===== config.mk =====
export PLATFORM = sky130hd
export DESIGN_NAME = sdram_port_arbiter
export DESIGN_NICKNAME = d
export VERILOG_FILES = /design/src/rtl/sdram_pkg.sv /design/src/rtl/sdram_tag_fifo.sv /design/src/rtl/sdram_port_arbiter.sv
export SDC_FILE = /design/constraint.sdc
export NUM_CORES = 1
export LEC_CHECK = 0
export CAP_MARGIN = 0
export CORE_MARGIN = 3
export CORE_UTILIZATION = 42
export CTS_CLUSTER_SIZE = 8
export DETAILED_ROUTE_END_ITERATION = 7
export PLACE_DENSITY = 0.86
export SLEW_MARGIN = 20
export SYNTH_ARGS = -nofsm -noshare
export SYNTH_HDL_FRONTEND = slang
export SYNTH_HIERARCHICAL = 1
export SYNTH_SLANG_ARGS = --single-unit

===== constraint.sdc =====
create_clock -name clk -period 5.7 [get_ports clk]
set_input_delay 1.14 -clock clk [delete_from_list [all_inputs] [get_ports clk]]
set_output_delay 1.14 -clock clk [all_outputs]
set_load 0.05 [all_outputs]

===== src/rtl/sdram_pkg.sv =====
// Shared SDRAM port definitions: default bus widths, address field layout and
// the helper that sizes port-index fields.
package sdram_pkg;

    localparam int SDRAM_ADDR_W = 24;
    localparam int SDRAM_DATA_W = 16;
    localparam int BANK_W       = 2;
    localparam int ROW_W        = 13;
    localparam int COL_W        = 9;

    // Width of a field able to hold a port index 0..n-1 (never narrower than 1 bit).
    function automatic int port_idx_w(input int n);
        return (n <= 1) ? 1 : $clog2(n);
    endfunction

endpackage


===== src/rtl/sdram_tag_fifo.sv =====
// Tag FIFO that remembers which port issued each in-flight read; an empty FIFO
// with a same-cycle push and pop passes the pushed tag straight through.
module sdram_tag_fifo #(
    parameter int DEPTH = 4,
    parameter int WIDTH = 2,
    parameter int CNT_W = $clog2(DEPTH) + 1
) (
    input  logic             clk,
    input  logic             rst_n,
    input  logic             push,
    input  logic             pop,
    input  logic [WIDTH-1:0] din,
    output logic [WIDTH-1:0] dout,
    output logic             full,
    output logic             empty,
    output logic [CNT_W-1:0] count
);

    localparam int PTR_W = (DEPTH > 1) ? $clog2(DEPTH) : 1;

    logic [WIDTH-1:0] mem_q [DEPTH];
    logic [PTR_W-1:0] wptr_q, rptr_q;
    logic [CNT_W-1:0] count_q, count_d;
    logic             bypass, wr, rd;

    assign empty  = (count_q == '0);
    assign full   = (count_q == CNT_W'(DEPTH));
    assign count  = count_q;
    assign bypass = push & pop & empty;
    assign wr     = push & ~bypass & (~full | pop);
    assign rd     = pop & ~empty;
    assign dout   = empty ? din : mem_q[rptr_q];

    always_comb begin
        count_d = count_q;
        if (wr && !rd) begin
            count_d = count_q + 1'b1;
        end else if (rd && !wr) begin
            count_d = count_q - 1'b1;
        end
    end

    always_ff @(posedge clk or negedge rst_n) begin
        if (!rst_n) begin
            wptr_q  <= '0;
            rptr_q  <= '0;
            count_q <= '0;
        end else begin
            if (wr) wptr_q <= wptr_q + 1'b1;
            if (rd) rptr_q <= rptr_q + 1'b1;
            count_q <= count_d;
        end
    end

    always_ff @(posedge clk) begin
        if (wr) mem_q[wptr_q] <= din;
    end

endmodule


===== src/rtl/sdram_port_arbiter.sv =====
// Round-robin arbiter sharing the SDRAM controller command interface between
// NPORTS requesters, steering returned read data back to the issuing port.
module sdram_port_arbiter
    import sdram_pkg::*;
#(
    parameter int NPORTS = 3,
    parameter int ADDR_W = SDRAM_ADDR_W,
    parameter int DATA_W = SDRAM_DATA_W,
    parameter int MAX_RD = 4
) (
    input  logic                     clk,
    input  logic                     rst_n,
    input  logic [NPORTS-1:0]        p_req,
    input  logic [NPORTS-1:0]        p_we,
    input  logic [NPORTS*ADDR_W-1:0] p_addr,
    input  logic [NPORTS*DATA_W-1:0] p_wdata,
    output logic [NPORTS-1:0]        p_gnt,
    output logic [NPORTS-1:0]        p_rvalid,
    output logic [DATA_W-1:0]        p_rdata,
    output logic                     c_valid,
    input  logic                     c_ready,
    output logic                     c_we,
    output logic [ADDR_W-1:0]        c_addr,
    output logic [DATA_W-1:0]        c_wdata,
    input  logic                     c_rvalid,
    input  logic [DATA_W-1:0]        c_rdata,
    output logic                     err
);

    localparam int IDX_W = port_idx_w(NPORTS);
    localparam int CNT_W = $clog2(MAX_RD) + 1;

    logic              c_valid_q, c_valid_d, c_we_q, c_we_d;
    logic [ADDR_W-1:0] c_addr_q, c_addr_d;
    logic [DATA_W-1:0] c_wdata_q, c_wdata_d, p_rdata_q, p_rdata_d;
    logic [NPORTS-1:0] p_rvalid_q, p_rvalid_d, elig;
    logic [IDX_W-1:0]  last_q, last_d, gnt_idx, head;
    logic              err_q, err_d;
    logic              cmd_free, found, grant, push, pop, pop_ok, rd_room;
    logic              fifo_full, fifo_empty;
    logic [CNT_W-1:0]  fifo_count;
    int                cand;

    assign cmd_free = ~c_valid_q | c_ready;
    // A full FIFO still has room if the head is popped this same cycle.
    assign pop_ok   = c_rvalid & ~fifo_empty;
    assign rd_room  = (fifo_count < CNT_W'(MAX_RD)) | pop_ok;

    always_comb begin
        elig = '0;
        for (int i = 0; i < NPORTS; i++) begin
            elig[i] = p_req[i] & (p_we[i] | rd_room);
        end
    end

    always_comb begin
        found   = 1'b0;
        gnt_idx = '0;
        cand    = 0;
        for (int k = 1; k <= NPORTS; k++) begin
            cand = (int'(last_q) + k) % NPORTS;
            if (!found && elig[IDX_W'(cand)]) begin
                found   = 1'b1;
                gnt_idx = IDX_W'(cand);
            end
        end
    end

    assign grant = cmd_free & found;
    assign p_gnt = grant ? (NPORTS'(1) << gnt_idx) : '0;
    assign push  = grant & ~p_we[gnt_idx];
    assign pop   = c_rvalid & (~fifo_empty | push);

    always_comb begin
        c_valid_d = c_valid_q;
        c_we_d    = c_we_q;
        c_addr_d  = c_addr_q;
        c_wdata_d = c_wdata_q;
        last_d    = last_q;
        if (cmd_free) begin
            c_valid_d = found;
            if (found) begin
                c_we_d    = p_we[gnt_idx];
                c_addr_d  = p_addr[int'(gnt_idx)*ADDR_W +: ADDR_W];
                c_wdata_d = p_wdata[int'(gnt_idx)*DATA_W +: DATA_W];
                last_d    = gnt_idx;
            end
        end
        p_rvalid_d = pop ? (NPORTS'(1) << head) : '0;
        p_rdata_d  = pop ? c_rdata : p_rdata_q;
        err_d      = err_q | (c_rvalid & fifo_empty & ~push);
    end

    always_ff @(posedge clk or negedge rst_n) begin
        if (!rst_n) begin
            c_valid_q  <= 1'b0;
            c_we_q     <= 1'b0;
            c_addr_q   <= '0;
            c_wdata_q  <= '0;
            last_q     <= IDX_W'(NPORTS - 1);
            p_rvalid_q <= '0;
            p_rdata_q  <= '0;
            err_q      <= 1'b0;
        end else begin
            c_valid_q  <= c_valid_d;
            c_we_q     <= c_we_d;
            c_addr_q   <= c_addr_d;
            c_wdata_q  <= c_wdata_d;
            last_q     <= last_d;
            p_rvalid_q <= p_rvalid_d;
            p_rdata_q  <= p_rdata_d;
            err_q      <= err_d;
        end
    end

    sdram_tag_fifo #(
        .DEPTH(MAX_RD),
        .WIDTH(IDX_W),
        .CNT_W(CNT_W)
    ) u_tag_fifo (
        .clk  (clk),
        .rst_n(rst_n),
        .push (push),
        .pop  (pop),
        .din  (gnt_idx),
        .dout (head),
        .full (fifo_full),
        .empty(fifo_empty),
        .count(fifo_count)
    );

    assign c_valid  = c_valid_q;
    assign c_we     = c_we_q;
    assign c_addr   = c_addr_q;
    assign c_wdata  = c_wdata_q;
    assign p_rvalid = p_rvalid_q;
    assign p_rdata  = p_rdata_q;
    assign err      = err_q;

endmodule

=== Yosys cells after proc, flatten, opt, wreduce, memory -nomap -nowiden ===
Memories as Yosys holds them, arrays and structs flattened.
Index checks and enable logic that the tools add are counted.
W data, S select, Z words.

* Add/sub/neg operators: 7
* $mul: 1
* Div/mod/pow operators: 3
* Magnitude comparators: 5
* Equality and inequality tests: 1
* Shifts and indexed selects: 4
* Multiplexer cells: 24
* Bitwise gates (word level): 28
* Reductions and logical operators: 11

{| class="wikitable"
|+ Operators with widths
! cell !! count
|-
| $mod A32 B3 Y32 const B || 3
|-
| $shiftx A72 B8 Y24 || 1
|-
| $shiftx A48 B7 Y16 || 1
|-
| $and A1 B1 Y1 || 14
|-
| $lt A2 B4 Y1 const B || 3
|-
| $mux W1 || 12
|-
| $mux W3 || 4
|-
| $bmux W1 S2 || 4
|-
| $mux W2 || 4
|-
| $or A1 B1 Y1 || 8
|-
| $add A2 B2 Y3 const B || 2
|-
| $not A1 Y1 || 6
|-
| $shl A1 B2 Y3 const A || 2
|-
| $add A2 B1 Y2 const B || 2
|-
| $logic_and A1 B1 Y1 || 4
|-
| $logic_not A1 Y1 || 4
|-
| $mul A2 B2 Y4 const B || 1
|-
| $add A2 B1 Y3 const B || 1
|-
| $add A3 B1 Y3 const B || 1
|-
| $eq A3 B3 Y1 const B || 1
|-
| $logic_not A3 Y1 || 1
|-
| $lt A2 B3 Y1 const B || 1
|-
| $lt A3 B3 Y1 const B || 1
|-
| $sub A3 B1 Y3 const B || 1
|-
| 2 further kinds || 2
|}

* Flip-flop bits (word level): 71
* Bits in latches: 0
* RAM bits: 8
* ROM bits: 0
* Input bits: 146
* Output and inout port bits: 65
* Logic and storage cells: 96
* Memories: 1

{| class="wikitable"
|+ Memories
! memory !! words !! width !! read ports !! clocked after Yosys merged registers in !! wr ports !! RTL line !! text
|-
| u_tag_fifo.mem_q || 4 || 2 || 1 || 0 || 1 || sdram_tag_fifo.sv:21 || <nowiki>logic [WIDTH-1:0] mem_q [DEPTH];</nowiki>
|}

=== Depth between registers and ports, before layout ===
* Depth in word-level cells: 31
* Depth in mapped cells: 18
* Gate-level depth less buffers: 16

=== Cells and area by module ===
Netlist, hierarchy kept.

{| class="wikitable"
|+ By module, submodules not included
! module !! instances !! cells an instance !! area an instance (um2) !! seq. area each (um2)
|-
| sdram_port_arbiter || 1 || 290 || 3,136.8 || 1,602.8
|-
| sdram_tag_fifo || 1 || 52 || 743.2 || 415.4
|}

=== Worst setup path before layout ===
No wires, ideal clock.

* Path type: input to register
* From: in c_rvalid
* To: reg u_tag_fifo.count_q[1], in the netlist u_tag_fifo/count[1]
* Setup time: 125 ps
* Data arrival time: 3,843 ps
* Data required time: 5,575 ps
* Slack: 1,732 ps
* Stages on the path: 14
* Path buffers: 2
* Path through: nor2b_4 -> o31a_4 -> a2bb2oi_1 -> o211a_1 -> buf_2 -> a41oi_2 -> buf_4 -> inv_1 -> xnor2_1 -> o31a_4 -> ha_1 -> inv_1 -> fa_1 -> mux2_2

* Elaborated cells on any way between the ends: 47
* Those cells by class: mux: 18; bitwise: 20; reduce/logical: 9

{| class="wikitable"
|+ RTL lines
! element !! RTL line !! text
|-
| start, declared || sdram_port_arbiter.sv:25 || <nowiki>input logic c_rvalid,</nowiki>
|-
| $and A1 B1 Y1 || sdram_port_arbiter.sv:46 || <nowiki>assign pop_ok = c_rvalid & ~fifo_empty;</nowiki>
|-
| $or A1 B1 Y1 || sdram_port_arbiter.sv:47 || <nowiki>assign rd_room = (fifo_count < CNT_W'(MAX_RD)) | pop_ok;</nowiki>
|-
| $or A1 B1 Y1 || sdram_port_arbiter.sv:52 || <nowiki>elig[i] = p_req[i] & (p_we[i] | rd_room);</nowiki>
|-
| $and A1 B1 Y1 || sdram_port_arbiter.sv:52 ||
|-
| $bmux W1 S2 || sdram_port_arbiter.sv:62 || <nowiki>if (!found && elig[IDX_W'(cand)]) begin</nowiki>
|-
| $mux W1 (not written as such) (2 in a row) || sdram_port_arbiter.sv:62 ||
|-
| $mux W1 || sdram_port_arbiter.sv:62 ||
|-
| $logic_not A1 Y1 || sdram_port_arbiter.sv:62 ||
|-
| [11 not listed] || -- ||
|-
| net pop || sdram_port_arbiter.sv:39 || <nowiki>logic cmd_free, found, grant, push, pop, pop_ok, rd_room;</nowiki>
|-
| $and A1 B1 Y1 (2 in a row) || sdram_tag_fifo.sv:29 || <nowiki>assign bypass = push & pop & empty;</nowiki>
|-
| $not A1 Y1 || sdram_tag_fifo.sv:30 || <nowiki>assign wr = push & ~bypass & (~full | pop);</nowiki>
|-
| $and A1 B1 Y1 || sdram_tag_fifo.sv:30 ||
|-
| $and A1 B1 Y1 (*) || sdram_tag_fifo.sv:30 ||
|-
| net u_tag_fifo.wr || sdram_tag_fifo.sv:24 || <nowiki>logic bypass, wr, rd;</nowiki>
|-
| $logic_and A1 B1 Y1 (*) || sdram_tag_fifo.sv:36 || <nowiki>if (wr && !rd) begin</nowiki>
|-
| $mux W3 (*) || sdram_tag_fifo.sv:36 ||
|-
| net u_tag_fifo.count_d[1] || sdram_tag_fifo.sv:23 || <nowiki>logic [CNT_W-1:0] count_q, count_d;</nowiki>
|-
| end signal, assigned || sdram_tag_fifo.sv:51 || <nowiki>count_q <= count_d;</nowiki>
|-
| end, declared || sdram_tag_fifo.sv:23 ||
|}

Mark *: on every way through the listed nets, which the timed path passes. The rest lies on a longest branch. The select of a mux whose other input is x is not followed.
A chain may end at the register's enable or synchronous reset.

=== Worst setup path in the final report ===
* From: in c_rvalid
* To: out p_gnt[1]

* Longest elaborated chain between the ends: 16
* Elaborated cells on any way between the ends: 30
* Those cells by class: shift: 1; mux: 16; bitwise: 9; reduce/logical: 4

{| class="wikitable"
|+ Ends and longest elaborated chain
! element !! RTL line !! text
|-
| $and A1 B1 Y1 (*) || sdram_port_arbiter.sv:46 ||
|-
| $or A1 B1 Y1 (*) || sdram_port_arbiter.sv:47 ||
|-
| $or A1 B1 Y1 || sdram_port_arbiter.sv:52 ||
|-
| $and A1 B1 Y1 || sdram_port_arbiter.sv:52 ||
|-
| $bmux W1 S2 || sdram_port_arbiter.sv:62 ||
|-
| $mux W1 (not written as such) (2 in a row) || sdram_port_arbiter.sv:62 ||
|-
| $mux W1 || sdram_port_arbiter.sv:62 ||
|-
| $logic_not A1 Y1 || sdram_port_arbiter.sv:62 ||
|-
| $logic_and A1 B1 Y1 || sdram_port_arbiter.sv:62 ||
|-
| $mux W1 || sdram_port_arbiter.sv:62 ||
|-
| $logic_not A1 Y1 || sdram_port_arbiter.sv:62 ||
|-
| $logic_and A1 B1 Y1 || sdram_port_arbiter.sv:62 ||
|-
| $mux W2 / $mux W1 (equally long branches) || sdram_port_arbiter.sv:62 ||
|-
| $shl A1 B2 Y3 / $and A1 B1 Y1 (equally long branches) || sdram_port_arbiter.sv:70, sdram_port_arbiter.sv:69 ||
|-
| $mux W3 (*) || sdram_port_arbiter.sv:70 || <nowiki>assign p_gnt = grant ? (NPORTS'(1) << gnt_idx) : '0;</nowiki>
|-
| end, declared || sdram_port_arbiter.sv:17 || <nowiki>output logic [NPORTS-1:0] p_gnt,</nowiki>
|}

Mark *: on every way between the ends. The rest lies on a longest branch, timed or not. The select of a mux whose other input is x is not followed.

==> summary.md <==
| Metric | Value |
|---|---|
| Part of the power in registers | `25.4%` |
| Grt ovf | `0` |
| Sw Share | `49.11%` |
| Cells after Synth | `341` |
| Setup CP Type | `in2out` |
| Initial drt markers | `between 200 and 250` |
| Cell Pwr Density | `631.2 mW/mm2` |
| Tightest Pin Transition | `slightly below 0.9 ns` |
| DIE WIDTH | `102.0 um` |
| Clock share of power | `a little under an eighth` |
| Core box area | `between 0.008 and 0.009 mm2` |
| Min-delay worst type | `reg2reg` |
| Vias per std cell | `5.484` |
| Post-CTS setup buffers | `0` |
| DR WL/cell | `17.79 um` |
| RSZ-0062 raised after global routing | `false` |
| Final Hold Viols | `0` |
| First-pass GRT wire length | `around 18 mm` |
| CP startpoint | `c_rvalid` |
| Clk_skew | `0.01582 ns` |
| Slew HR | `between 40% and 50%` |
| CTS resizes | `0` |
| Crit Path Max Fanout | `31` |
| Initial Utilization | `43.76%` |
| Net Sw Power | `about 1900 uW` |
| WHS | `slightly below 0.5 ns` |
| Crit path DAT | `3.81 ns` |
| Port Buffers | `210` |
| Worst-skew pair later-pin latency | `0.35 ns` |
| Comb pwr share | `62.7%` |
| Std-Cell Rows | `34` |
| Endpoints failing setup | `0` |
| Total die area | `0.01041 mm2` |
| Setup TNS | `0 ns` |
| I/O pin cnt | `211` |
| Worst Hold Launch | `err` |
| Cell Chain, Critical Path | `clkdlybuf4s50_1 -> nor2b_4 -> o31a_4 -> a2bb2oi_1 -> o211a_4 -> and2_1 -> clkdlybuf4s50_1` |
| Status | `complete, no violations` |
| TritonCTS Sinks | `79` |
| Warnings from Yosys | `6` |
| Max_cap viols | `0` |
| Share of layout cells above drive strength 1 | `8.287%` |
| Final nets | `692` |
| Overall Global Routing Usage | `21.85%` |
| Slew Viols, Final | `0` |
| Peak VDD IR | `0.3892 mV` |
| ANT nets after route | `0` |
| Placer congestion estimate | `0.8630` |
| Remaining DRCs | `0` |
| Clock root cell | `clkbuf_8` |
| Die height | `102.0 um` |
| CTS Buffer Depth | `2` |
| Most common cell after layout, fill and taps aside | `clkdlybuf4s50_1` |
| Max incr delay on CP | `0.81 ns` |
| Fin crit share | `86.76%` |
| Min Tclk post-route | `4.946 ns` |
| Area delta synth->final | `61.13%` |
| Int Pwr | `2004 uW` |
| CP max stage cell | `clkdlybuf4s50_1` |
| Fill count | `653` |
| R2r startpoint | `u_tag_fifo/count[2]` |
| N_diodes | `0` |
| CP required | `~4.6 ns` |
| Fmax | `around 200 MHz` |
| CP Capture Type | `output pin` |
| Crit path launch type | `input port` |
| Cell leakage power | `0.002502 uW` |
| Hold-fix buffers at CTS | `0` |
| Most used cell, CP | `clkdlybuf4s50_1` |
| Num CTS Buffers | `9` |
| Clock-pin slew on the worst setup and hold paths | `approximately 0.09 ns` |
| WL final | `11.58 mm` |
| Pin count of the biggest net entering global routing | `72` |
| Buffers and inverters on the worst path | `2` |
| Syn Area/Cell | `11.36 um2` |
| DR vias | `around 3.6k` |
| Initial antenna violation count | `0` |
| Depth of the CTS H-tree | `3` |
| CP delay by family, top | `buffers and inverters` |
| Most frequent cells in the layout | `208 x clkdlybuf4s50_1, 70 x dfrtp_1, 45 x nor2_1` |
| Vias in the first global route | `3,691` |
| Post-route core utilization | `70.52%` |
| Detailed Place HPWL | `8.445 mm` |
| Syn_nets | `495` |
| CTS tree | `yes` |
| Post-synthesis cell area | `0.003872 mm2` |
| Pre-antenna DRT Iters | `5` |
==> worst register-to-register path, stage by stage (launching register included) <==
cell,delay (ns)
dfrtp_1,0.48
or3_2,0.55
inv_1,0.21
nor2b_4,0.09
o31a_4,0.32
a2bb2oi_1,0.15
o211a_4,0.38
a41oi_2,0.20
buf_4,0.30
inv_1,0.14
xnor2_1,0.15
o31a_4,0.32
ha_1,0.23
inv_1,0.07
fa_1,0.40
mux2_2,0.26
==> power groups by stage <==
stage	registers, uW	clock network (uW)	logic, uW
5_1_grt	1040	505	2620
3_3_place_gp	998	0	2430
2_1_floorplan	1740	0	960
4_1_cts	1000	481	2480
3_5_place_dp	1010	0	2470
6_report	1000	470	2470
==> cell type report <==
class                   count  area, um2  share of cell area (%)
well taps                 108      135.1                   2.166
clock buffers              10      137.6                   2.206
clock inverters             6      92.59                   1.484
inverters                  10      37.54                  0.6016
multi-input cells         223       1672                   26.79
flip-flops and latches     79       2018                   32.34
repair buffers            215       2147                   34.41
==> flip-flops by register name, indices dropped and copies added, names as in the netlist <==
| register | count |
|---|---|
| c_addr | 24 |
| c_valid | 1 |
| c_wdata | 16 |
| c_we | 1 |
| err | 1 |
| last_q | 2 |
| p_rdata | 16 |
| p_rvalid | 3 |
| u_tag_fifo/count | 3 |
| u_tag_fifo/mem_q | 8 |
| u_tag_fifo/rptr_q | 2 |
| u_tag_fifo/wptr_q | 2 |
==> metrics by stage <==
stage                     power, uW  std cells  worst slack, ns  instance area, um2
after global placement         3424        635           0.8254                6010
after detailed placement       3481        635           0.7709                6010
after CTS                      3967        651           0.7510                6240
after floorplan                2695        341            1.733                3872
final                          3939        651           0.7545                6240
after global routing           4161        651           0.6384                6240
==> layer usage <==
metal  wire, um  GRT usage, %
met1       4542         27.39
met2       5952         36.88
met3        890         5.188
met4        194         8.073
met5          0             0
==> path summary, 6_finish.rpt <==
check | to | slack [ns] | cells after the start
min reg2reg | err | 0.50 | 1
min | err | 0.50 | 1
max | p_gnt[1] | 0.75 | 7
max reg2reg | u_tag_fifo/count[1] | 1.35 | 15
min in group asynchronous | p_rdata[3] | 0.90 | 1
max in group asynchronous | u_tag_fifo/count[2] | 4.21 | 1
Note: power is estimated with default switching activity, not from simulation.
